File: src/rtl/mem_port_arbiter.sv
// Shares one single-port RAM between the CPU (port 0) and the IO/loader (port 1).
// Each grant runs exactly one RAM access; every output is a register.
module mem_port_arbiter #(
  parameter int unsigned AW        = 8,
  parameter int unsigned DW        = 16,
  parameter bit          FIXED_PRI = 1'b0
) (
  input  logic          clk,
  input  logic          rst,

  input  logic          req0,
  input  logic          we0,
  input  logic [AW-1:0] addr0,
  input  logic [DW-1:0] wdata0,
  output logic          gnt0,
  output logic          rvalid0,
  output logic [DW-1:0] rdata0,

  input  logic          req1,
  input  logic          we1,
  input  logic [AW-1:0] addr1,
  input  logic [DW-1:0] wdata1,
  output logic          gnt1,
  output logic          rvalid1,
  output logic [DW-1:0] rdata1,

  output logic          ram_we,
  output logic [AW-1:0] ram_addr,
  output logic [DW-1:0] ram_d,
  input  logic [DW-1:0] ram_q
);

  typedef enum logic {StIdle, StAccess} state_e;

  state_e state_q;
  logic   last_q;  // port granted most recently
  logic   cur_q;   // port owning the current access

  logic elig0, elig1, start, pick1;

  // The port in its own access cycle is not eligible; its req is ignored.
  always_comb begin
    elig0 = req0 & ~((state_q == StAccess) & ~cur_q);
    elig1 = req1 & ~((state_q == StAccess) & cur_q);
    start = elig0 | elig1;
    if (elig0 && elig1) begin
      pick1 = FIXED_PRI ? 1'b1 : ~last_q;
    end else begin
      pick1 = elig1;
    end
  end

  always_ff @(posedge clk or negedge rst) begin
    if (!rst) begin
      state_q  <= StIdle;
      last_q   <= 1'b1;
      cur_q    <= 1'b0;
      gnt0     <= 1'b0;
      gnt1     <= 1'b0;
      rvalid0  <= 1'b0;
      rvalid1  <= 1'b0;
      rdata0   <= '0;
      rdata1   <= '0;
      ram_we   <= 1'b0;
      ram_addr <= '0;
      ram_d    <= '0;
    end else begin
      rvalid0 <= 1'b0;
      rvalid1 <= 1'b0;

      // Closing edge of a read access: capture the RAM output for the owner.
      if (state_q == StAccess && !ram_we) begin
        if (cur_q) begin
          rdata1  <= ram_q;
          rvalid1 <= 1'b1;
        end else begin
          rdata0  <= ram_q;
          rvalid0 <= 1'b1;
        end
      end

      if (start) begin
        state_q  <= StAccess;
        cur_q    <= pick1;
        last_q   <= pick1;
        gnt0     <= ~pick1;
        gnt1     <= pick1;
        ram_we   <= pick1 ? we1 : we0;
        ram_addr <= pick1 ? addr1 : addr0;
        ram_d    <= pick1 ? wdata1 : wdata0;
      end else begin
        state_q <= StIdle;
        gnt0    <= 1'b0;
        gnt1    <= 1'b0;
        ram_we  <= 1'b0;
      end
    end
  end

endmodule

File: config.mk
export PLATFORM = sky130hd
export DESIGN_NAME = mem_port_arbiter
export DESIGN_NICKNAME = d
export VERILOG_FILES = /design/src/rtl/mem_port_arbiter.sv
export SDC_FILE = /design/constraint.sdc
export NUM_CORES = 1
export LEC_CHECK = 0
export ABC_AREA = 1
export BUFFER_PORTS_ARGS = -buffer_cell sky130_fd_sc_hd__buf_2
export CELL_PAD_IN_SITES_DETAIL_PLACEMENT = 1
export CELL_PAD_IN_SITES_GLOBAL_PLACEMENT = 1
export CORE_MARGIN = 2
export CORE_UTILIZATION = 33
export DETAILED_ROUTE_END_ITERATION = 10
export PLACE_DENSITY = 0.87
export SYNTH_ARGS = -nofsm -noshare
export SYNTH_HDL_FRONTEND = slang
export SYNTH_SLANG_ARGS = --single-unit
File: constraint.sdc
create_clock -name clk -period 1.8 [get_ports clk]
set_clock_uncertainty 0.2 [all_clocks]
set_input_delay 0.09 -clock clk [delete_from_list [all_inputs] [get_ports clk]]
set_output_delay 0.09 -clock clk [all_outputs]
set_load 0.1 [all_outputs]
==> out/qor.yml, run 1 <==
critical_path:
  rr_startpoint: "state_q"
  reg2regPathDepth: 7
  cp_cell_sequence: "nand2_2 > nand2_4 > inv_4 > nand2_4 > inv_1 > nand2_1 > nand2_1"
  r2r-end: "ram_we"
  r2r_slack_ns: 0.15
  start_kind: "register"
  critical_path_class: "reg2reg"
  cp_max_fo: 27
  required_ns: 1.82
  worstPathBufferInverterCount: 2
  cp_slowest_stage_delay_ns: 0.40
  arrival_ns: 1.68
  crit_slowest_cell: "dfrtp_1"
  crit_path_end_kind: "register"
  critPathTopFamily: "simple AND/OR/NAND/NOR gates"
sta:
  final.setup.tns_ns: 0
  hold_violations: 0
  period_minus_slack_ns: 1.655
  max_freq_mhz: 604.3
  max-slew-margin-rel: 0.6282
  setup_viol: 0
  hold_slack_ns: 0.05327
  worstMarginPinSlew_ns: 0.5577
  rsz0062_at_grt: "no"
  slew_viol_final: 0
  period_share: 0.9193
finish:
  nets: 596
  fin_util: 0.5356
  layout-drive-gt1-share: 0.3126
  area_delta_synth_final_pct: 56.21
  finalInstanceArea_um2: 4423
synthesis:
  netlist_instances: 328
  yosysTopAreaCellShare: 0.5568
  synth_compound_area_frac: 0.06186
  synth_fa_ha_area_frac: 0
  ys_seq_elements: 64
  syn_area_um2: 2831
  ys_top_cells_by_area: "dfrtp_1 56%, nand3_1 13%, nand2_1 11%, inv_1 5.8%, o21ai_0 3.0%"
  syn_avg_cell_area_um2: 8.633
  synth-xor-area-share: 0
  ys_types: 18
  yosys.area_share.simple: 0.2682
  yosys_warnings: 0
  syn_nets: 398
  synth_top_area_cell: "dfrtp_1"
  yosysSeqAreaShare: 0.5661
  muxShareOfSynthArea: 0
  synth_top_family_by_area: "simple AND/OR/NAND/NOR gates"
clock_network:
  cts.sinks: 64
  cts_buffer_depth: 2
  root_buffer: "clkbuf_8"
  cts_tree: "done"
  clk_latency_ns: 0.33
  h-tree-depth: 3
  clkTransAtPathRegs_ns: 0.08
  cts_made_buffers: 9
global_routing:
  grt_max_degree: 44
  grt_pass1_vias: 3396
  grt_pass1_wl_mm: 17.35
  gr-usage-all-layers: 0.2335
  antenna_found_initial: 3
  grt_overflow: 0
drt:
  ant_nets: 0
  wirelength_mm: 10.77
  drtPass1Iterations: 4
  post_drt_wl_per_cell_um: 16.89
  vias_per_cell: 4.911
  vias: 3133
  drt_iter0_markers: 82
  remaining_drc_errors: 0
floorplan:
  start_util: 0.3429
  die_w_um: 96.63
  core_area_um2: 8258
  row_count: 33
  dieHeight_um: 96.63
  num_io_pins: 131
  die_area_um2: 9337
hold_path:
  hold_start: "req1"
  whs_endpoint: "ram_addr[7]"
  hold_depth: 6
  hold_class: "in2reg"
flow_run:
  cap_viol_max_count: 0
placement:
  place_area_um2: 3560
  port_buffers: 130
  dp_hpwl_mm: 6.324
  place.gp.congestion: 0.7890
status:
  outcome: "finished, final reports clean"
cells in the final DEF, fill, tap and decap left out:
cell type      netlist  final
a21oi_1              1      1
buf_2                8    130
buf_4                6      8
bufinv_16            0      1
clkbuf_1             2      1
clkbuf_8             0      9
clkinv_2             0      3
clkinvlp_4           0      2
dfrtp_1             63     62
dfrtp_2              0      1
dfstp_2              1      1
diode_2              0      2
dlygate4sd3_1        0     67
inv_1               44     44
inv_2                2      2
inv_4                1      1
nand2_1             82     82
nand2_2              2      2
nand2_4              4      4
nand3_1             74     74
nand3_4              1      1
nor2_2               1      1
o21ai_0             17     17
o21ai_1             17     17
Yosys cell counts:
cell type	count
buf_2	8
clkbuf_1	2
inv_2	2
o21ai_0	17
nand2_4	4
dfstp_2	1
dfrtp_1	63
nand2_2	2
inv_4	1
o21ai_1	17
nand3_4	1
inv_1	44
buf_4	6
nor2_2	1
buf_6	2
nand2_1	82
a21oi_1	1
nand3_1	74
stage by stage:
step,std cells,setup slack (ns)
floorplan,328,0.2096
global placement,553,0.2813
detailed placement,553,0.1663
CTS,636,0.1684
global route,638,0.02532
finish,638,0.1452
final cells by class:
type | count | area [µm²]
antenna | 2 | 5.005
clock buffer | 10 | 127.6
clock inverter | 6 | 60.06
fill | 1010 | 3835
inverter | 47 | 178.9
multi-input combinational | 199 | 934.6
sequential | 64 | 1604
tap | 105 | 131.4
timing repair buffer | 205 | 1381
sequential cells by signal (all words and copies together) (netlist names), 8 cells and up:
name	flops
rdata0	16
rdata1	16
ram_addr	8
ram_d	16
tightest hold or removal path: stages:
cell and delay, ns:
buf_2 0.10, nand2_4 0.11, nand3_1 0.11, nand2_1 0.05, inv_1 0.04, nand2_1 0.04
worst max-delay path by stage:
stage / startpoint / end / cells past startpoint / slack [ns]
floorplan: ram_we / rdata0[12] / 5 / 0.21
global placement: state_q / ram_we / 7 / 0.28
detailed placement: state_q / ram_we / 7 / 0.17
CTS: state_q / ram_we / 7 / 0.17
global route: state_q / ram_we / 7 / 0.03
finish: state_q / ram_we / 7 / 0.15
metal layers:
metal | up-vias | GRT usage | wire length [µm]
met5 | - | 0 | 13
met4 | 2 | 0.1387 | 563
met3 | 52 | 0.04986 | 536
met2 | 132 | 0.3953 | 5427
met1 | 1508 | 0.2713 | 4233
li1 | 1439 | - | -
what timing repair did:
action / in CTS / in global routing
gates resized for setup: 0 / 0
setup buffers: 0 / 0
hold buffers: 67 / 0
hold endpoints to repair: 120 / 0
logic make-up after synthesis:
group | count (synthesis)
simple gates | 164
compound gates | 35
flops | 64
buf+inv | 65
Power of run 1 is not shown: default switching activity piles up to over one toggle a cycle in this logic, so the estimate is an artifact.
==> run 2: changes to the inputs <==
--- a/config.mk
+++ b/config.mk
@@ -9,7 +9,7 @@
 export BUFFER_PORTS_ARGS = -buffer_cell sky130_fd_sc_hd__buf_2
 export CELL_PAD_IN_SITES_DETAIL_PLACEMENT = 1
 export CELL_PAD_IN_SITES_GLOBAL_PLACEMENT = 1
-export CORE_MARGIN = 2
+export CORE_ASPECT_RATIO = 0.6
 export CORE_UTILIZATION = 33
 export DETAILED_ROUTE_END_ITERATION = 10
 export PLACE_DENSITY = 0.87
==> run 2 against run 1 <==
  * Via count shrank 0.51%
  * Flip-flop and latch count is the same
  * Fmax rose by 1.6%
  * First-iteration DRC count up 71%
  * Largest cell class unchanged
==> out/qor.yml, run 2 (synthesized netlist as in run 1, its figures left out) <==
global_routing:
  grt-busiest-layer: "met2"
  grt_util_met1: 0.2891  # +0.01780
  grt_pass1_wl_mm: 16.86  # -2.8%
  antenna_found_initial: 0  # -3
  met3_usage: 0.05823  # +0.008374
  gr-usage-all-layers: 0.2514  # +0.01790
  grt_overflow: 0  # unchanged
  grt_max_degree: 65  # +48%
  grt_pass1_vias: 3411  # +0.44%
  grtUsageMet2: 0.4444  # +0.04915
drt:
  vias: 3117  # -0.51%
  drtPass1Iterations: 4  # unchanged
  ant_nets: 0  # unchanged
  wirelength_mm: 10.71  # -0.58%
  vias_per_cell: 4.878  # -0.67%
  drt_iter0_markers: 140  # +71%
  post_drt_wl_per_cell_um: 16.76  # -0.74%
  remaining_drc_errors: 0  # unchanged
floorplan:
  die_w_um: 121.6  # +26%
  core_area_um2: 8102  # -1.9%
  die_area_um2: 8967  # -4.0%
  row_count: 25  # -24%
  num_io_pins: 131  # unchanged
  start_util: 0.3495  # +0.006619
  dieHeight_um: 73.75  # -24%
clock_network:
  clkTransAtPathRegs_ns: 0.05  # -0.03 ns
  clk_latency_ns: 0.32  # about the same
  cts.sinks: 64  # unchanged
  root_buffer: "clkbuf_16"
  cts-resized-gates: 0  # unchanged
  h-tree-depth: 3  # unchanged
  cts_tree: "done"
  cts_made_buffers: 9  # unchanged
  cts_buffer_depth: 2  # unchanged
placement:
  dp_hpwl_mm: 6.193  # -2.1%
  place.gp.congestion: 0.8218  # +4.2%
  post-place-cells: 555  # +0.36%
  port_buffers: 130  # unchanged
  pre_cts_slack_ns: 0.2585  # +0.09215 ns
critical_path:
  start_kind: "register"
  cp_cell_sequence: "nand2_2 > nand2_4 > inv_4 > buf_4 > nand3_1 > nand2_1 > inv_1 > nand2_1"
  critical_path_class: "reg2reg"
  crit_path_end_kind: "register"
  critPathTopFamily: "simple AND/OR/NAND/NOR gates"
  crit_top_cell: "nand2_1"
  required_ns: 1.86  # +0.04 ns
  cp_max_fo: 24  # -11%
  crit_slowest_cell: "dfrtp_1"
  cp_slowest_stage_delay_ns: 0.41  # about the same
  worstPathBufferInverterCount: 3  # +1
  arrival_ns: 1.69  # about the same
finish:
  nets: 597  # +0.17%
  n_antenna_cell: 0  # -2
  layout-drive-gt1-share: 0.3032  # -0.009416
  area_delta_synth_final_pct: 60.01
  largestRegisters: "ram_d: 16 flops, rdata0: 16 flops, rdata1: 16 flops"
  layout_commonest_cell: "buf_2"
  fill_cells: 968  # -4.2%
  fin_cells: 639  # +0.16%
  final_cell_mix: "130 x buf_2, 82 x nand2_1, 74 x nand3_1"
sta:
  max_freq_mhz: 614.0  # +1.6%
  final.setup.tns_ns: 0  # unchanged
  setup_viol: 0  # unchanged
  worstMarginPinSlew_ns: 0.5210  # -0.03667 ns
  max-slew-margin-rel: 0.6551  # +0.02684
  hold_slack_ns: 0.1008  # +0.04751 ns
  period_minus_slack_ns: 1.629  # -0.02617 ns
  setup_ws_ns: 0.1714  # +0.02617 ns
  slew_viol_final: 0  # unchanged
  period_share: 0.9048  # -0.01454
  hold_violations: 0  # unchanged
  rsz0062_at_grt: "no"
status:
  outcome: "finished, final reports clean"
flow_run:
  cap_viol_max_count: 0  # unchanged
hold_path:
  hold_class: "in2async"
run 2: cell types whose count changed in the layout (fill, tap and decap cells not counted), sizes merged:
cell	delta
bufinv	-1
clkinvlp	-2
clkbuf	+4
diode	-2
clkinv	-2
dlygate4sd3	+2
buf	-1
run 2: area by class of cell:
cell class	count	area, µm²	share of cell area
inverters	47	178.9	0.03949
well taps	108	135.1	0.02983
multi-input cells	199	934.6	0.2063
clock buffers	14	254.0	0.05606
repair buffers	206	1419	0.3132
flip-flops and latches	64	1604	0.3540
clock inverters	1	5.005	0.001105
run 2: tightest hold or removal path, stage by stage:
cell and delay (ns):
dlygate4sd3_1 0.52, buf_2 0.12, buf_12 0.29
run 2: final timing paths:
path	depth (start not counted)	slack [ns]	end	startpoint
min	3	0.10	ram_addr[5]	rst
min in group clk	2	0.28	rdata0[12]	rdata0[12]
max in group asynchronous	3	0.99	rdata1[12]	rst
max	8	0.17	ram_d[3]	state_q
min reg2reg	2	0.28	rdata0[12]	rdata0[12]
max reg2reg	8	0.17	ram_d[3]	state_q
run 2: metal layers:
layer,up-vias,routed length [µm]
met1,1536,4455
met2,106,5359
met3,41,470
met5,-,0
li1,1434,-
met4,0,426
run 2: what timing repair did:
action / 4_1_cts / 5_1_grt
buffers inserted: 0 / 0
hold endpoints to repair: 122 / 0
hold buffers: 69 / 0
run 2: metrics by stage:
step / util / area (µm²)
after floorplan: - / 2833
after global placement: 0.4420 / 3581
after detailed placement: 0.4420 / 3581
after CTS: 0.5592 / 4531
after global routing: 0.5592 / 4531
final: 0.5592 / 4531
Power of run 2 is left out for the same reason.
==> run 3: changes to the inputs <==
--- a/config.mk
+++ b/config.mk
@@ -7,7 +7,7 @@
 export LEC_CHECK = 0
 export ABC_AREA = 1
 export BUFFER_PORTS_ARGS = -buffer_cell sky130_fd_sc_hd__buf_2
-export CELL_PAD_IN_SITES_DETAIL_PLACEMENT = 1
+export CELL_PAD_IN_SITES_DETAIL_PLACEMENT = 0
 export CELL_PAD_IN_SITES_GLOBAL_PLACEMENT = 1
 export CORE_ASPECT_RATIO = 0.6
 export CORE_UTILIZATION = 33
==> run 3 against run 2 <==
  * Die area unchanged
  * First-iteration DRC count increased by 80%
  * Flip-flop and latch count unchanged
  * Critical path depth is the same
==> out/qor.yml, run 3 (synthesized netlist as in run 1, its figures left out) <==
status:
  outcome: "finished, final reports clean"
sta:
  setup_viol: 0  # unchanged
  rsz0062_at_grt: "no"
  slew_viol_final: 0  # unchanged
  hold_violations: 0  # unchanged
  max-slew-margin-rel: 0.6607  # +0.005672
  period_minus_slack_ns: 1.552  # -0.07695 ns
  worstMarginPinSlew_ns: 0.5124  # -0.008567 ns
  period_share: 0.8620  # -0.04275
  max_freq_mhz: 644.5  # +5.0%
  final.setup.tns_ns: 0  # unchanged
placement:
  dp_hpwl_mm: 5.256  # -15%
  place.gp.congestion: 0.8218  # unchanged
  port_buffers: 130  # unchanged
critical_path:
  critical_path_class: "reg2reg"
  r2r-end: "ram_d[3]"
  crit_path_end_kind: "register"
  start_kind: "register"
  rr_startpoint: "state_q"
  arrival_ns: 1.61  # -0.08 ns
  r2r_slack_ns: 0.25  # +0.08 ns
  required_ns: 1.86  # about the same
  cp_max_fo: 24  # unchanged
  reg2regPathDepth: 8  # unchanged
floorplan:
  die_w_um: 121.6  # unchanged
  dieHeight_um: 73.75  # unchanged
  die_area_um2: 8967  # unchanged
  num_io_pins: 131  # unchanged
  core_area_um2: 8102  # unchanged
  row_count: 25  # unchanged
  start_util: 0.3495  # unchanged
drt:
  ant_nets: 0  # unchanged
  wirelength_mm: 8.403  # -22%
  vias_per_cell: 4.660  # -4.5%
  drtPass1Iterations: 4  # unchanged
  post_drt_wl_per_cell_um: 13.15  # -22%
  remaining_drc_errors: 0  # unchanged
  drt_iter0_markers: 252  # +80%
  vias: 2978  # -4.5%
finish:
  largestRegisters: "ram_d: 16 flops, rdata0: 16 flops, rdata1: 16 flops"
  nets: 597  # unchanged
  multi_input_area_um2: 934.6  # unchanged
  area_delta_synth_final_pct: 62.22
  regArea_um2: 1604  # unchanged
  n_antenna_cell: 0  # unchanged
  layout_commonest_cell: "buf_2"
  fin_util: 0.5670  # +0.007722
  fill_cells: 746  # -23%
  layout-drive-gt1-share: 0.3089  # +0.005650
  final_cell_mix: "130 x buf_2, 82 x nand2_1, 74 x nand3_1"
flow_run:
  cap_viol_max_count: 0  # unchanged
clock_network:
  clk_latency_ns: 0.33  # about the same
  cts-resized-gates: 0  # unchanged
  root_buffer: "clkbuf_16"
  cts_buffer_depth: 2  # unchanged
  h-tree-depth: 3  # unchanged
  clkTransAtPathRegs_ns: 0.05  # about the same
  cts_made_buffers: 9  # unchanged
  cts_tree: "done"
  cts.sinks: 64  # unchanged
global_routing:
  grt_pass1_wl_mm: 13.27  # -21%
  grt_max_degree: 65  # unchanged
  antenna_found_initial: 0  # unchanged
  gr-usage-all-layers: 0.1967  # -0.05470
  grt_pass1_vias: 2747  # -19%
  grt_overflow: 0  # unchanged
hold_path:
  hold_class: "in2async"
run 3: how the worst max path moves through the flow:
stage / slack [ns] / cells past startpoint / endpoint / from
finish: 0.25 / 8 / ram_d[3] / state_q
detailed placement: 0.28 / 8 / ram_d[12] / state_q
global placement: 0.33 / 8 / ram_d[2] / state_q
CTS: 0.27 / 8 / ram_d[12] / state_q
global route: 0.15 / 8 / ram_d[10] / state_q
floorplan: 0.21 / 5 / rdata0[12] / ram_we
run 3: what timing repair did:
item | CTS | global route
hold endpoints to repair | 123 | 0
setup buffers | 0 | 0
endpoints found under the setup margin | 0 | 0
hold buffers | 69 | 0
run 3: area by class of cell:
class / instances / share of cell area
clock inverter: 3 / 0.01417
tap: 108 / 0.02942
timing repair buffer: 206 / 0.3089
inverter: 47 / 0.03895
clock buffer: 12 / 0.05584
sequential: 64 / 0.3492
multi-input combinational: 199 / 0.2035
run 3: critical path, cell delays in order (launching register included):
cell and delay, ns:
dfrtp_1 0.41, nand2_2 0.11, nand2_4 0.10, inv_4 0.09
buf_4 0.27, nand3_1 0.11, nand2_1 0.08, inv_1 0.04
nand2_1 0.07
run 3: metal layers:
metal	routed length, µm	track usage
met2	3805	0.3131
met1	3754	0.2532
met5	0	0
met4	173	0.07407
met3	670	0.05978
run 3: through the flow:
stage / hold slack, ns / setup slack (ns) / cells / cell area [µm²]
finish: 0.09192 / 0.2483 / 639 / 4593
CTS: 0.1170 / 0.2741 / 639 / 4593
global placement: -0.07149 / 0.3347 / 555 / 3581
floorplan: -0.4056 / 0.2096 / 328 / 2833
global route: 0.1436 / 0.1475 / 639 / 4593
detailed placement: -0.07183 / 0.2847 / 555 / 3581
Power of run 3 is left out for the same reason.
